==> config.mk <==
export PLATFORM = sky130hd
export DESIGN_NAME = led_stream_tx
export DESIGN_NICKNAME = d
export VERILOG_FILES = /design/src/rtl/led_tx_pkg.sv /design/src/rtl/led_sync_fifo.sv /design/src/rtl/led_stream_tx.sv
export SDC_FILE = /design/constraint.sdc
export NUM_CORES = 1
export LEC_CHECK = 0
export ABC_AREA = 1
export BUFFER_PORTS_ARGS = -buffer_cell sky130_fd_sc_hd__buf_2
export CELL_PAD_IN_SITES_DETAIL_PLACEMENT = 2
export CELL_PAD_IN_SITES_GLOBAL_PLACEMENT = 2
export CORE_MARGIN = 2
export CORE_UTILIZATION = 44
export CTS_CLUSTER_SIZE = 20
export DETAILED_ROUTE_END_ITERATION = 8
export PLACE_DENSITY = 0.86
export SKIP_CTS_REPAIR_TIMING = 1
export SYNTH_ARGS = -nofsm -noshare
export SYNTH_HDL_FRONTEND = slang
export SYNTH_HIERARCHICAL = 1
export SYNTH_SLANG_ARGS = --single-unit
==> constraint.sdc <==
create_clock -name clk -period 4.15 [get_ports clk]
set_input_delay 0 -clock clk [delete_from_list [all_inputs] [get_ports clk]]
set_output_delay 0 -clock clk [all_outputs]
set_load 0.02 [all_outputs]
==> src/rtl/led_tx_pkg.sv <==
// Shared types and helpers for the LED strip frame transmitter.
package led_tx_pkg;

  typedef enum logic [1:0] {
    IDLE,
    LEAD,
    SHIFT,
    TAIL
  } tx_state_t;

  function automatic int unsigned bits_per_led(input int unsigned cw, input int unsigned pad);
    return 3 * (cw + pad);
  endfunction

endpackage

==> src/rtl/led_sync_fifo.sv <==
// First-word fall-through synchronous FIFO with occupancy, flush and an
// empty-bypass so a word pushed in the same cycle as a pop is delivered directly.
module led_sync_fifo #(
  parameter int unsigned DEPTH = 64,
  parameter int unsigned WIDTH = 12
) (
  input  logic                     clk,
  input  logic                     rstn,
  input  logic                     push,
  input  logic                     pop,
  input  logic                     flush,
  input  logic [WIDTH-1:0]         wr_data,
  output logic [WIDTH-1:0]         rd_data,
  output logic [$clog2(DEPTH):0]   level,
  output logic                     full,
  output logic                     empty
);

  localparam int unsigned AW = $clog2(DEPTH);

  logic [WIDTH-1:0] mem [DEPTH];
  logic [AW-1:0]    wptr;
  logic [AW-1:0]    rptr;
  logic             wr_en;
  logic             rd_en;
  logic             bypass;

  assign full    = (level == (AW+1)'(DEPTH));
  assign empty   = (level == '0);
  // Empty + push + pop: the incoming word goes straight out and is never stored.
  assign bypass  = empty && push && pop;
  assign wr_en   = push && !full && !bypass && !flush;
  assign rd_en   = pop && !empty && !flush;
  assign rd_data = empty ? wr_data : mem[rptr];

  always_ff @(posedge clk) begin
    if (wr_en) begin
      mem[wptr] <= wr_data;
    end
  end

  always_ff @(posedge clk or negedge rstn) begin
    if (!rstn) begin
      wptr  <= '0;
      rptr  <= '0;
      level <= '0;
    end else if (flush) begin
      wptr  <= '0;
      rptr  <= '0;
      level <= '0;
    end else begin
      if (wr_en) begin
        wptr <= wptr + 1'b1;
      end
      if (rd_en) begin
        rptr <= rptr + 1'b1;
      end
      if (wr_en && !rd_en) begin
        level <= level + 1'b1;
      end else if (rd_en && !wr_en) begin
        level <= level - 1'b1;
      end
    end
  end

endmodule

==> src/rtl/led_stream_tx.sv <==
// LED strip frame transmitter: buffers {R,G,B} pixel words and serialises one
// frame per frame_go onto a divided clock/data pair with idle lead-in and tail.
module led_stream_tx
  import led_tx_pkg::*;
#(
  parameter int unsigned CW       = 4,
  parameter int unsigned PAD      = 4,
  parameter int unsigned LED_NUM  = 47,
  parameter int unsigned DEPTH    = 64,
  parameter int unsigned DIV_CNT  = 5,
  parameter int unsigned WAIT_CNT = 5
) (
  input  logic                     clk,
  input  logic                     rstn,
  input  logic                     s_valid,
  output logic                     s_ready,
  input  logic [3*CW-1:0]          s_data,
  input  logic                     frame_go,
  input  logic                     msb_first,
  input  logic                     flush,
  output logic [$clog2(DEPTH):0]   level,
  output logic                     busy,
  output logic                     done,
  output logic                     underrun,
  output logic                     cko_o,
  output logic                     sdo_o
);

  localparam int unsigned BPL  = bits_per_led(CW, PAD);
  localparam int unsigned HALF = DIV_CNT / 2;
  localparam int unsigned DW   = $clog2(DIV_CNT);
  localparam int unsigned BMAX = (BPL > WAIT_CNT) ? BPL : WAIT_CNT;
  localparam int unsigned BCW  = $clog2(BMAX + 1);
  localparam int unsigned PW   = $clog2(LED_NUM + 1);

  tx_state_t          state, state_n;
  logic [DW-1:0]      div, div_n;
  logic [BCW-1:0]     bitc, bitc_n;
  logic [PW-1:0]      pix, pix_n;
  logic [BPL-1:0]     shreg, shreg_n;
  logic               order, order_n;
  logic               underrun_n;
  logic               done_n;
  logic               cko_n;
  logic               sdo_n;
  logic               load;
  logic               period_end;

  logic [3*CW-1:0]    fifo_data;
  logic               fifo_full;
  logic               fifo_empty;
  logic               avail;
  logic [3*CW-1:0]    head;
  logic [BPL-1:0]     pixel_bits;

  led_sync_fifo #(
    .DEPTH (DEPTH),
    .WIDTH (3*CW)
  ) u_fifo (
    .clk     (clk),
    .rstn    (rstn),
    .push    (s_valid),
    .pop     (load),
    .flush   (flush && (state == IDLE)),
    .wr_data (s_data),
    .rd_data (fifo_data),
    .level   (level),
    .full    (fifo_full),
    .empty   (fifo_empty)
  );

  assign s_ready = !fifo_full;
  assign busy    = (state != IDLE);
  assign avail   = !fifo_empty || (s_valid && !fifo_full);

  // Serialised pixel image, transmitted from bit BPL-1 downwards; pads default to 1.
  always_comb begin
    pixel_bits = '1;
    head       = avail ? fifo_data : '0;
    for (int unsigned ch = 0; ch < 3; ch++) begin
      for (int unsigned i = 0; i < CW; i++) begin
        pixel_bits[BPL-1-(ch*(CW+PAD)+i)] = order ? head[(2-ch)*CW + (CW-1-i)]
                                                  : head[(2-ch)*CW + i];
      end
    end
  end

  always_comb begin
    state_n    = state;
    div_n      = div;
    bitc_n     = bitc;
    pix_n      = pix;
    shreg_n    = shreg;
    order_n    = order;
    underrun_n = underrun;
    done_n     = 1'b0;
    load       = 1'b0;
    period_end = (div == DW'(DIV_CNT-1));

    if (state != IDLE) begin
      div_n = period_end ? '0 : div + 1'b1;
    end

    case (state)
      IDLE: begin
        if (frame_go) begin
          state_n    = LEAD;
          div_n      = '0;
          bitc_n     = '0;
          order_n    = msb_first;
          underrun_n = 1'b0;
        end
      end
      LEAD: begin
        if (period_end) begin
          if (bitc == BCW'(WAIT_CNT-1)) begin
            state_n = SHIFT;
            bitc_n  = '0;
            pix_n   = '0;
            load    = 1'b1;
          end else begin
            bitc_n = bitc + 1'b1;
          end
        end
      end
      SHIFT: begin
        if (period_end) begin
          if (bitc == BCW'(BPL-1)) begin
            bitc_n = '0;
            if (pix == PW'(LED_NUM-1)) begin
              state_n = TAIL;
            end else begin
              pix_n = pix + 1'b1;
              load  = 1'b1;
            end
          end else begin
            bitc_n  = bitc + 1'b1;
            shreg_n = shreg << 1;
          end
        end
      end
      TAIL: begin
        if (period_end) begin
          if (bitc == BCW'(WAIT_CNT-1)) begin
            state_n = IDLE;
            done_n  = 1'b1;
          end else begin
            bitc_n = bitc + 1'b1;
          end
        end
      end
      default: state_n = IDLE;
    endcase

    if (load) begin
      shreg_n = pixel_bits;
      if (!avail) begin
        underrun_n = 1'b1;
      end
    end

    // Pins are registered from next-state values so they change exactly at period start.
    cko_n = (state_n == SHIFT) && (div_n >= DW'(HALF));
    sdo_n = (state_n == SHIFT) && shreg_n[BPL-1];
  end

  always_ff @(posedge clk or negedge rstn) begin
    if (!rstn) begin
      state    <= IDLE;
      div      <= '0;
      bitc     <= '0;
      pix      <= '0;
      shreg    <= '0;
      order    <= 1'b0;
      underrun <= 1'b0;
      done     <= 1'b0;
      cko_o    <= 1'b0;
      sdo_o    <= 1'b0;
    end else begin
      state    <= state_n;
      div      <= div_n;
      bitc     <= bitc_n;
      pix      <= pix_n;
      shreg    <= shreg_n;
      order    <= order_n;
      underrun <= underrun_n;
      done     <= done_n;
      cko_o    <= cko_n;
      sdo_o    <= sdo_n;
    end
  end

endmodule

### Word level (Yosys, flattened, before mapping)

Memories as Yosys holds them, arrays and structs flattened.
Index checks and enable logic that the tools add are counted.

* register bits after elaboration: 64
* RAM bits: 768
* bits of input ports: 18
* output and inout port bits: 13
* logic and storage cells: 138
* memories: 1

Memories
* u_fifo.mem: depth 64, width 12, rd ports 1, clocked after memory_dff 0, wr ports 1, RTL line led_sync_fifo.sv:21 `logic [WIDTH-1:0] mem [DEPTH];`

* $add $sub $neg: 7
* magnitude comparators: 1
* eq/ne operators: 18
* multiplexer cells: 65
* reduce and logical (&&, ||, !) cells: 32

Operators with widths (count)
* two-way mux 24 bit: 4
* two-way mux 6 bit: 9
* two-way mux 5 bit: 7
* two-way mux 1 bit: 24
* two-way mux 12 bit: 2
* two-way mux 7 bit: 3
* case mux 5 bit (4 select lines): 1
* adder 6 x 1 -> 6 bit, second input constant: 3
* two-way mux 2 bit: 8
* != test 2 bit, second input constant: 8
* logical AND 1 bit: 12
* two-way mux 3 bit: 4
* case mux 6 bit (2 select lines): 1
* nonzero test 2 bit: 6
* case mux 2 bit (4 select lines): 1
* adder 7 x 1 -> 7 bit, second input constant: 1
* == test 7 bit, second input constant: 1
* zero test 7 bit: 1
* subtractor 7 x 1 -> 7 bit, second input constant: 1
* == test 2 bit, second input constant: 3
* == test 6 bit, second input constant: 1
* zero test 1 bit: 6
* AND reduction 6 bit: 1
* adder 5 x 1 -> 5 bit, second input constant: 1
* 14 further kinds: 14

### Depth between registers and ports, before layout

Gate-level depths: netlist of the first run.

* depth in word-level cells: 14
* mapped depth: 20
* gate-level depth less buffers: 18

### Hierarchy

Netlist of the first run, hierarchy kept.

By module, submodules not included
* led_sync_fifo: times used 1, cells an instance 2778, area each 32825.2 sq um, sequential area each 23537.6 sq um
* led_stream_tx: times used 1, cells an instance 351, area each 2676.3 sq um, sequential area each 1126.1 sq um

### Worst setup path after synthesis of the first run

Ideal clock, no wire load.

* kind: register to register
* start: register state[0]
* end: register u_fifo.level[6]
* setup time: 119 ps
* data arrival time: 2799 ps
* data required time: 4031 ps
* slack: 1233 ps
* stages on the path, launching flop included: 19
* buffers on the path: 1
* period minus slack after synthesis: 2917 ps
* cell sequence: dfrtp_1 -> inv_1 -> ha_1 -> buf_4 -> inv_2 -> nor2_2 -> nand2_4 -> a21boi_2 -> inv_1 -> nand4_2 -> inv_1 -> fa_1 -> o21ai_0 -> nand2_1 -> nand2_1 -> a21oi_1 -> nand3b_1 -> nand3_1 -> nand2_1

* cells in the longest elaborated chain, start to end: 9
* elaborated cells on any way between the ends: 19
* those cells by class: eq/ne: 2; mux: 3; reduce/logical: 14

RTL lines
* start: declaration: RTL line led_stream_tx.sv:36 `tx_state_t state, state_n;`
* start signal: assignment: RTL line led_stream_tx.sv:180 `state <= state_n;`
* == test 2 bit or == test 2 x 1 -> 1 bit (tied branches): RTL line led_stream_tx.sv:104 `case (state)`
* case mux 1 bit (2 select lines) *: RTL line led_stream_tx.sv:104
* net load: RTL line led_stream_tx.sv:46 `logic load;`
* logical AND 1 bit: RTL line led_sync_fifo.sv:31 `assign bypass = empty && push && pop;`
* zero test 1 bit: RTL line led_sync_fifo.sv:32 `assign wr_en = push && !full && !bypass && !flush;`
* logical AND 1 bit (2 in a row): RTL line led_sync_fifo.sv:32
* logical AND 1 bit or zero test 1 bit (tied branches): RTL line led_sync_fifo.sv:58, led_sync_fifo.sv:60
* two-way mux 7 bit or logical AND 1 bit (tied branches): RTL line led_sync_fifo.sv:58, led_sync_fifo.sv:60
* two-way mux 7 bit or nonzero test 3 bit (tied branches)
* end signal: assignment: RTL line led_sync_fifo.sv:59 `level <= level + 1'b1;`
* end signal: assignment: RTL line led_sync_fifo.sv:61 `level <= level - 1'b1;`
* end: declaration: RTL line led_sync_fifo.sv:14 `output logic [$clog2(DEPTH):0] level,`

The timed path passes the listed nets; every way through them passes the cells marked *.
A chain may end at the register's enable or synchronous reset.

### Worst setup path in the final report of the first run

* start: register state[0]
* end: memory u_fifo.mem[57][9], enable pin

* cells in the longest elaborated chain, start to end: 8
* elaborated cells on any way between the ends: 12
* those cells by class: eq/ne: 2; mux: 3; reduce/logical: 7

RTL lines
* == test 2 bit or == test 2 x 1 -> 1 bit (tied branches): RTL line led_stream_tx.sv:104
* case mux 1 bit (2 select lines) *: RTL line led_stream_tx.sv:104
* net load: RTL line led_stream_tx.sv:46
* logical AND 1 bit *: RTL line led_sync_fifo.sv:31
* zero test 1 bit *: RTL line led_sync_fifo.sv:32
* logical AND 1 bit * (2 in a row): RTL line led_sync_fifo.sv:32
* two-way mux 1 bit *: RTL line led_sync_fifo.sv:37 `if (wr_en) begin`
* two-way mux 1 bit (implied by the code) *: RTL line led_sync_fifo.sv:38 `mem[wptr] <= wr_data;`
* end: declaration: RTL line led_sync_fifo.sv:21

Marked as above.

==> impl_metrics.toml, run 1 <==
[run_status]
outcome = "finished, violations left"
violations = "hold timing"

[logic_synthesis]
synthFlopType = "edfxtp_1"
ys_types = 47
ys_warn_count = 6
netlist_area_um2 = 35500
syn_area_per_cell_um2 = 11.35
yosysMostFrequentCell = "nand2_1"
synth_fp_nets = 3166
netlist.top_cell.by_area = "edfxtp_1"
synth_edf_count = 768
synth_top_area_share_pct = 64.96
synthCells = 3129
ys_top_cells_by_count = "nand2_1, edfxtp_1, nand3_1, nor2_1, buf_2"
async_reset_ff_share_pct = 7.692
ys_seq_area_share_pct = 69.47
synth_area_leaders = "edfxtp_1, nand2_1, nand3_1"
ys_seq_elements = 832

[worst_setup_path]
worstSetupEndpointType = "flop"
crit_fanout = 12
endpoint = "u_fifo/mem[57][9]"
cp.required_ps = 4400
crit_type = "flop to flop"
r2r-start = "state[0]"
cp-startpoint = "state[0]"
r2r-end = "u_fifo/mem[57][9]"
arrival_ps = 4220
ff2ff_setup_slack_ps = 180
reg2regPathDepth = 11
worstSetupStartpointType = "flop"

[timing]
skew_ps = 27.10
fin_setup_tns_ps = 0
rsz0062_at_grt = "false"
hold_viol = 1
fmax_mhz = 252.1
maxSlewViolCount = 0
tightest_slew_ps = 1410
finalSetupViolCount = 0
relSlewSlack_pct = 5.657
min_period_ps = 3967
period_share_pct = 95.58
whs_ps = -1.830

[layout]
drive_above_1_share_pct = 9.254
nNetsFinal = 3198
multiInputGateArea_um2 = 9326
area_growth_pct = 11.22
nFillCells = 7901
stdcell_count = 4293
finalInstanceArea_um2 = 39480
register_area_um2 = 24680

[global_route]
antenna_found_initial = 4
grt_first_pass_wirelength_um = 191100
grt_pass1_vias = 28660
track_usage_pct = 31.33
grt-ovfl-total = 0
grt_max_degree = 155

[drt]
num_vias = 25930
detail-route-antenna-nets = 0
drt-pass1-iter-count = 5
post_drt_wl_per_cell_um = 30.16
drt_iter0_drc = 2508
remaining_drc_errors = 0
viasPerCell = 6.040
wl_um = 129500

[place]
portBuffers = 30
dp.cells = 4119
place_area_um2 = 36570
routabilityCongestion = 0.8535
place_hpwl_um = 75670

[clock_tree]
cts_inserted_buffers = 89
path_clk_slew_ps = 70
clkLatencyLatePin_ps = 660
cts_sinks = 832
cts_tree = "yes"
htreeDepth = 3
clk_root_buffer_cell = "clkbuf_16"
clockBufferDepth = 3

[pwr]
power_density_nw_per_um2 = 494.6
cellLeakagePower_nw = 14.58
peakVddDrop_mv = 0.5351
power_mw = 19.53

[min_path]
hold_path.class = "primary input to flop"

[die]
row_count = 104
fp.dieW_um = 288.1
core_area_um2 = 80160
die_h_um = 288.1
initial_core_util_pct = 44.29
top_level_ports = 31
die_area_um2 = 82970

[run]
cap_viol_max_count = 0
registers in the layout, indices dropped and copies added (netlist names):
name	count
order	1
u_fifo/rptr	6
u_fifo/mem	768
shreg	24
u_fifo/wptr	6
state	2
pix	6
div	3
sdo_o	1
bitc	5
done	1
underrun	1
cko_o	1
u_fifo/level	7
critical path, stage by stage (launching register included):
cell and delay, ps:
dfrtp_1 450, inv_1 130, ha_1 360, inv_2 220
nor2_2 90, nand2_4 110, a21boi_2 150, nand2_2 150
nand3_4 150, inv_6 190, nand4_4 360, nor2_1 1190
per-stage QoR:
step / utilization [%] / worst slack (ps)
3_3_place_gp: 45.62 / 740.6
2_1_floorplan: - / 1233
5_1_grt: 49.25 / 75.47
6_report: 49.26 / 183.3
4_1_cts: 49.10 / 233.6
3_5_place_dp: 45.62 / 330.3
power by group:
group | internal (mW) | total, mW | switching [mW] | leakage (nW)
logic | 0.512 | 2.01 | 1.50 | 5.47
registers | 9.37 | 9.56 | 0.194 | 7.75
clock network | 4.47 | 7.95 | 3.48 | 1.36
total | 14.4 | 19.5 | 5.17 | 14.6
cells by family (layout without fill, tap and decap cells):
family | count (synthesis) | count (layout) | synth area share, %
AND/OR/NAND/NOR | 1955 | 1955 | 24.36
XOR/XNOR | 12 | 12 | 0.2960
buffers and inverters | 253 | 355 | 4.265
other | 0 | 2 | 0
AO/OA/AOI/OAI | 57 | 57 | 0.8846
multiplexers | 1 | 1 | 0.02820
flip-flops | 832 | 832 | 69.47
adder cells (fa/ha/maj) | 19 | 19 | 0.6908
cell usage in the layout (no fill, tap or decap), types with 10 or more instances in the layout:
cell type,netlist,layout
a21oi_1,11,11
buf_4,11,69
clkbuf_1,27,22
dlygate4sd3_1,0,10
nand3_1,753,753
clkinv_2,0,19
clkinv_1,2,16
ha_1,18,18
buf_12,0,14
edfxtp_1,768,768
inv_1,53,53
buf_2,79,30
o21ai_0,31,31
nand4_1,12,12
nand2_1,1057,1057
dfrtp_1,64,60
nor2_1,91,90
clkbuf_16,0,91
routing by layer:
layer  share of wire (%)  global-route usage, %
met1                  38                  38.50
met3                 6.0                  4.540
met5               0.035                      0
met4                 4.5                  14.03
met2                  51                  54.78
worst min path at each step:
stage                   start  slack [ps]                 to  cells past startpoint
floorplan                rstn        -300            bitc[0]                      0
global placement         rstn          10               done                      1
detailed placement       rstn          30               done                      1
CTS                      rstn        -650           state[1]                      1
global route        s_data[6]           9  u_fifo/mem[47][6]                      1
finish              s_data[6]          -2  u_fifo/mem[47][6]                      1
layout make-up:
cell class | count | share of cell area [%]
Clock buffer | 114 | 6.011
Clock inverter | 47 | 1.055
Inverter | 71 | 0.7890
Timing Repair Buffer | 123 | 2.656
Tap cell | 1060 | 3.359
Sequential cell | 832 | 62.50
Multi-Input combinational cell | 2044 | 23.62
Antenna cell | 2 | 0.01268
No activity file was read; power rests on OpenSTA's default activity.
==> inputs of run 2 (changes only) <==
--- a/config.mk
+++ b/config.mk
@@ -10,10 +10,11 @@
 export CELL_PAD_IN_SITES_DETAIL_PLACEMENT = 2
 export CELL_PAD_IN_SITES_GLOBAL_PLACEMENT = 2
 export CORE_MARGIN = 2
-export CORE_UTILIZATION = 44
+export CORE_UTILIZATION = 45
+export CTS_BUF_LIST = sky130_fd_sc_hd__clkbuf_2
 export CTS_CLUSTER_SIZE = 20
 export DETAILED_ROUTE_END_ITERATION = 8
-export PLACE_DENSITY = 0.86
+export PLACE_DENSITY = 0.88
 export SKIP_CTS_REPAIR_TIMING = 1
 export SYNTH_ARGS = -nofsm -noshare
 export SYNTH_HDL_FRONTEND = slang
==> impl_metrics.toml, run 2 (synthesis results as in run 1) <==
[run_status]
outcome = "finished, violations left"
violations = "capacitance limit, setup timing"

[worst_setup_path]
r2r-start = "pix[0]"
worstSetupStartpointType = "flop"
path_common_cell = "nor2_1"
slowest_stage = "nor2_1"
crit_type = "flop to flop"
worstSetupEndpointType = "flop"
slowest_delay_ps = 1160
arrival_ps = 5370
cp-startpoint = "pix[0]"
crit_fanout = 12
cp.required_ps = 5220
crit_chain = "inv_1 > ha_1 > nand3_1 > nor2_1 > nor2_2 > nand2_4 > a21boi_2 > nand2_2 > nand3_4 > inv_6 > nand2_1 > nor2_1"

[global_route]
grt_first_pass_wirelength_um = 206400
track_usage_pct = 34.41
grt_pass1_vias = 30700
grt-ovfl-total = 0
antenna_found_initial = 2
grt_max_degree = 176

[layout]
mostFrequentLayoutCell = "nand2_1"
top_regs = "u_fifo/mem (768), shreg (24), u_fifo/level (7)"
nNetsFinal = 3368
area_growth_pct = 10.13
fin_util_pct = 50.30
largest_register_ffs = 768
top_register = "u_fifo/mem"
final_cell_mix = "nand2_1, edfxtp_1, nand3_1, clkbuf_2, nor2_1"
nFillCells = 7594
drive_above_1_share_pct = 14.87

[clock_tree]
clkLatencyLatePin_ps = 1680
cts_tree = "yes"
cts_sinks = 832
clockBufferDepth = 3
clk_root_buffer_cell = "clkbuf_2"
path_clk_slew_ps = 350
htreeDepth = 4
cts_inserted_buffers = 209

[die]
row_count = 102
core_area_um2 = 77720
die_h_um = 284.9
top_level_ports = 31
fp.dieW_um = 284.9
die_area_um2 = 81150
initial_core_util_pct = 45.68

[drt]
drt_iter0_drc = 3387
detail-route-antenna-nets = 0
viasPerCell = 6.285
drt-pass1-iter-count = 6
wl_um = 155500
remaining_drc_errors = 0
post_drt_wl_per_cell_um = 34.37
num_vias = 28440

[pwr]
peakVddDrop_mv = 0.2371
power_density_nw_per_um2 = 464.8
cellLeakagePower_nw = 14.90

[timing]
hold_viol = 0
relSlewSlack_pct = 1.199
whs_ps = 1.108
maxSlewViolCount = 0
setup_slack_ps = -149.6
skew_ps = 237.4
tightest_slew_ps = 1477
period_share_pct = 103.6
fmax_mhz = 232.6
min_period_ps = 4300
finalSetupViolCount = 70
rsz0062_at_grt = "true"

[min_path]
hp-start = "s_data[11]"
hold_path.class = "primary input to flop"

[place]
portBuffers = 30
place_hpwl_um = 78200
routabilityCongestion = 0.8583

[run]
cap_viol_max_count = 1
run 2: cell count changes in the layout (fill, tap and decap cells not counted), sizes merged:
| cell | delta |
|---|---|
| clkbuf | +199 |
| inv | +4 |
| buf | +15 |
| clkinvlp | -3 |
| bufinv | -6 |
| clkinv | +8 |
| dlygate4sd3 | +35 |
run 2: critical path: cells and delay by family (launching register included):
kind	cells	cell delay [ps]
AND/OR/NAND/NOR	8	2590
AO/OA/AOI/OAI	1	140
buffers and inverters	2	390
flip-flops	1	460
adder cells (fa/ha/maj)	1	200
run 2: cell type report:
type / count / area [um2] / area share (%)
diodes: 2 / 5.005 / 0.01280
clock buffers: 313 / 1567 / 4.007
clock inverters: 50 / 282.8 / 0.7233
inverters: 71 / 311.5 / 0.7969
multi-input cells: 2044 / 9329 / 23.86
flip-flops and latches: 832 / 24680 / 63.12
well taps: 1040 / 1301 / 3.328
repair buffers: 173 / 1624 / 4.154
run 2: per-stage QoR:
step	power, mW	instance area, um2	std cells	TNS [ps]	worst slack, ps
after detailed placement	11.64	36630	4107	0	295.4
after CTS	17.60	38480	4470	0	59.88
final	18.17	39100	4525	-3531	-149.6
after global placement	11.42	36630	4107	0	698.4
after global routing	18.66	39090	4524	-6831	-188.5
after floorplan	10.82	35500	3129	0	1233
run 2: path summary, 6_finish.rpt:
path                                            to  slack (ps)  cells after the start
worst max-delay path             u_fifo/mem[31][5]        -150                     12
worst min-delay path            u_fifo/mem[35][11]           1                      4
worst max register to register   u_fifo/mem[31][5]        -150                     12
worst min register to register           shreg[10]         550                      2
max in group asynchronous           u_fifo/rptr[0]        2150                      6
min in group asynchronous                   pix[2]         500                      5
run 2: power breakdown:
part | total, mW | internal, mW | switching [mW]
sequential | 9.57 | 9.36 | 0.217
combinational | 2.27 | 0.565 | 1.71
clock | 6.33 | 2.10 | 4.23
total | 18.2 | 12.0 | 6.15
run 2: per-layer routing:
metal / up-vias / wire (um) / global-route usage [%]
li1: 11410 / - / -
met1: 14690 / 54940 / 40.72
met2: 1805 / 78790 / 60.12
met3: 529 / 12820 / 6.984
met4: 0 / 8974 / 16.26
met5: - / 0 / 0
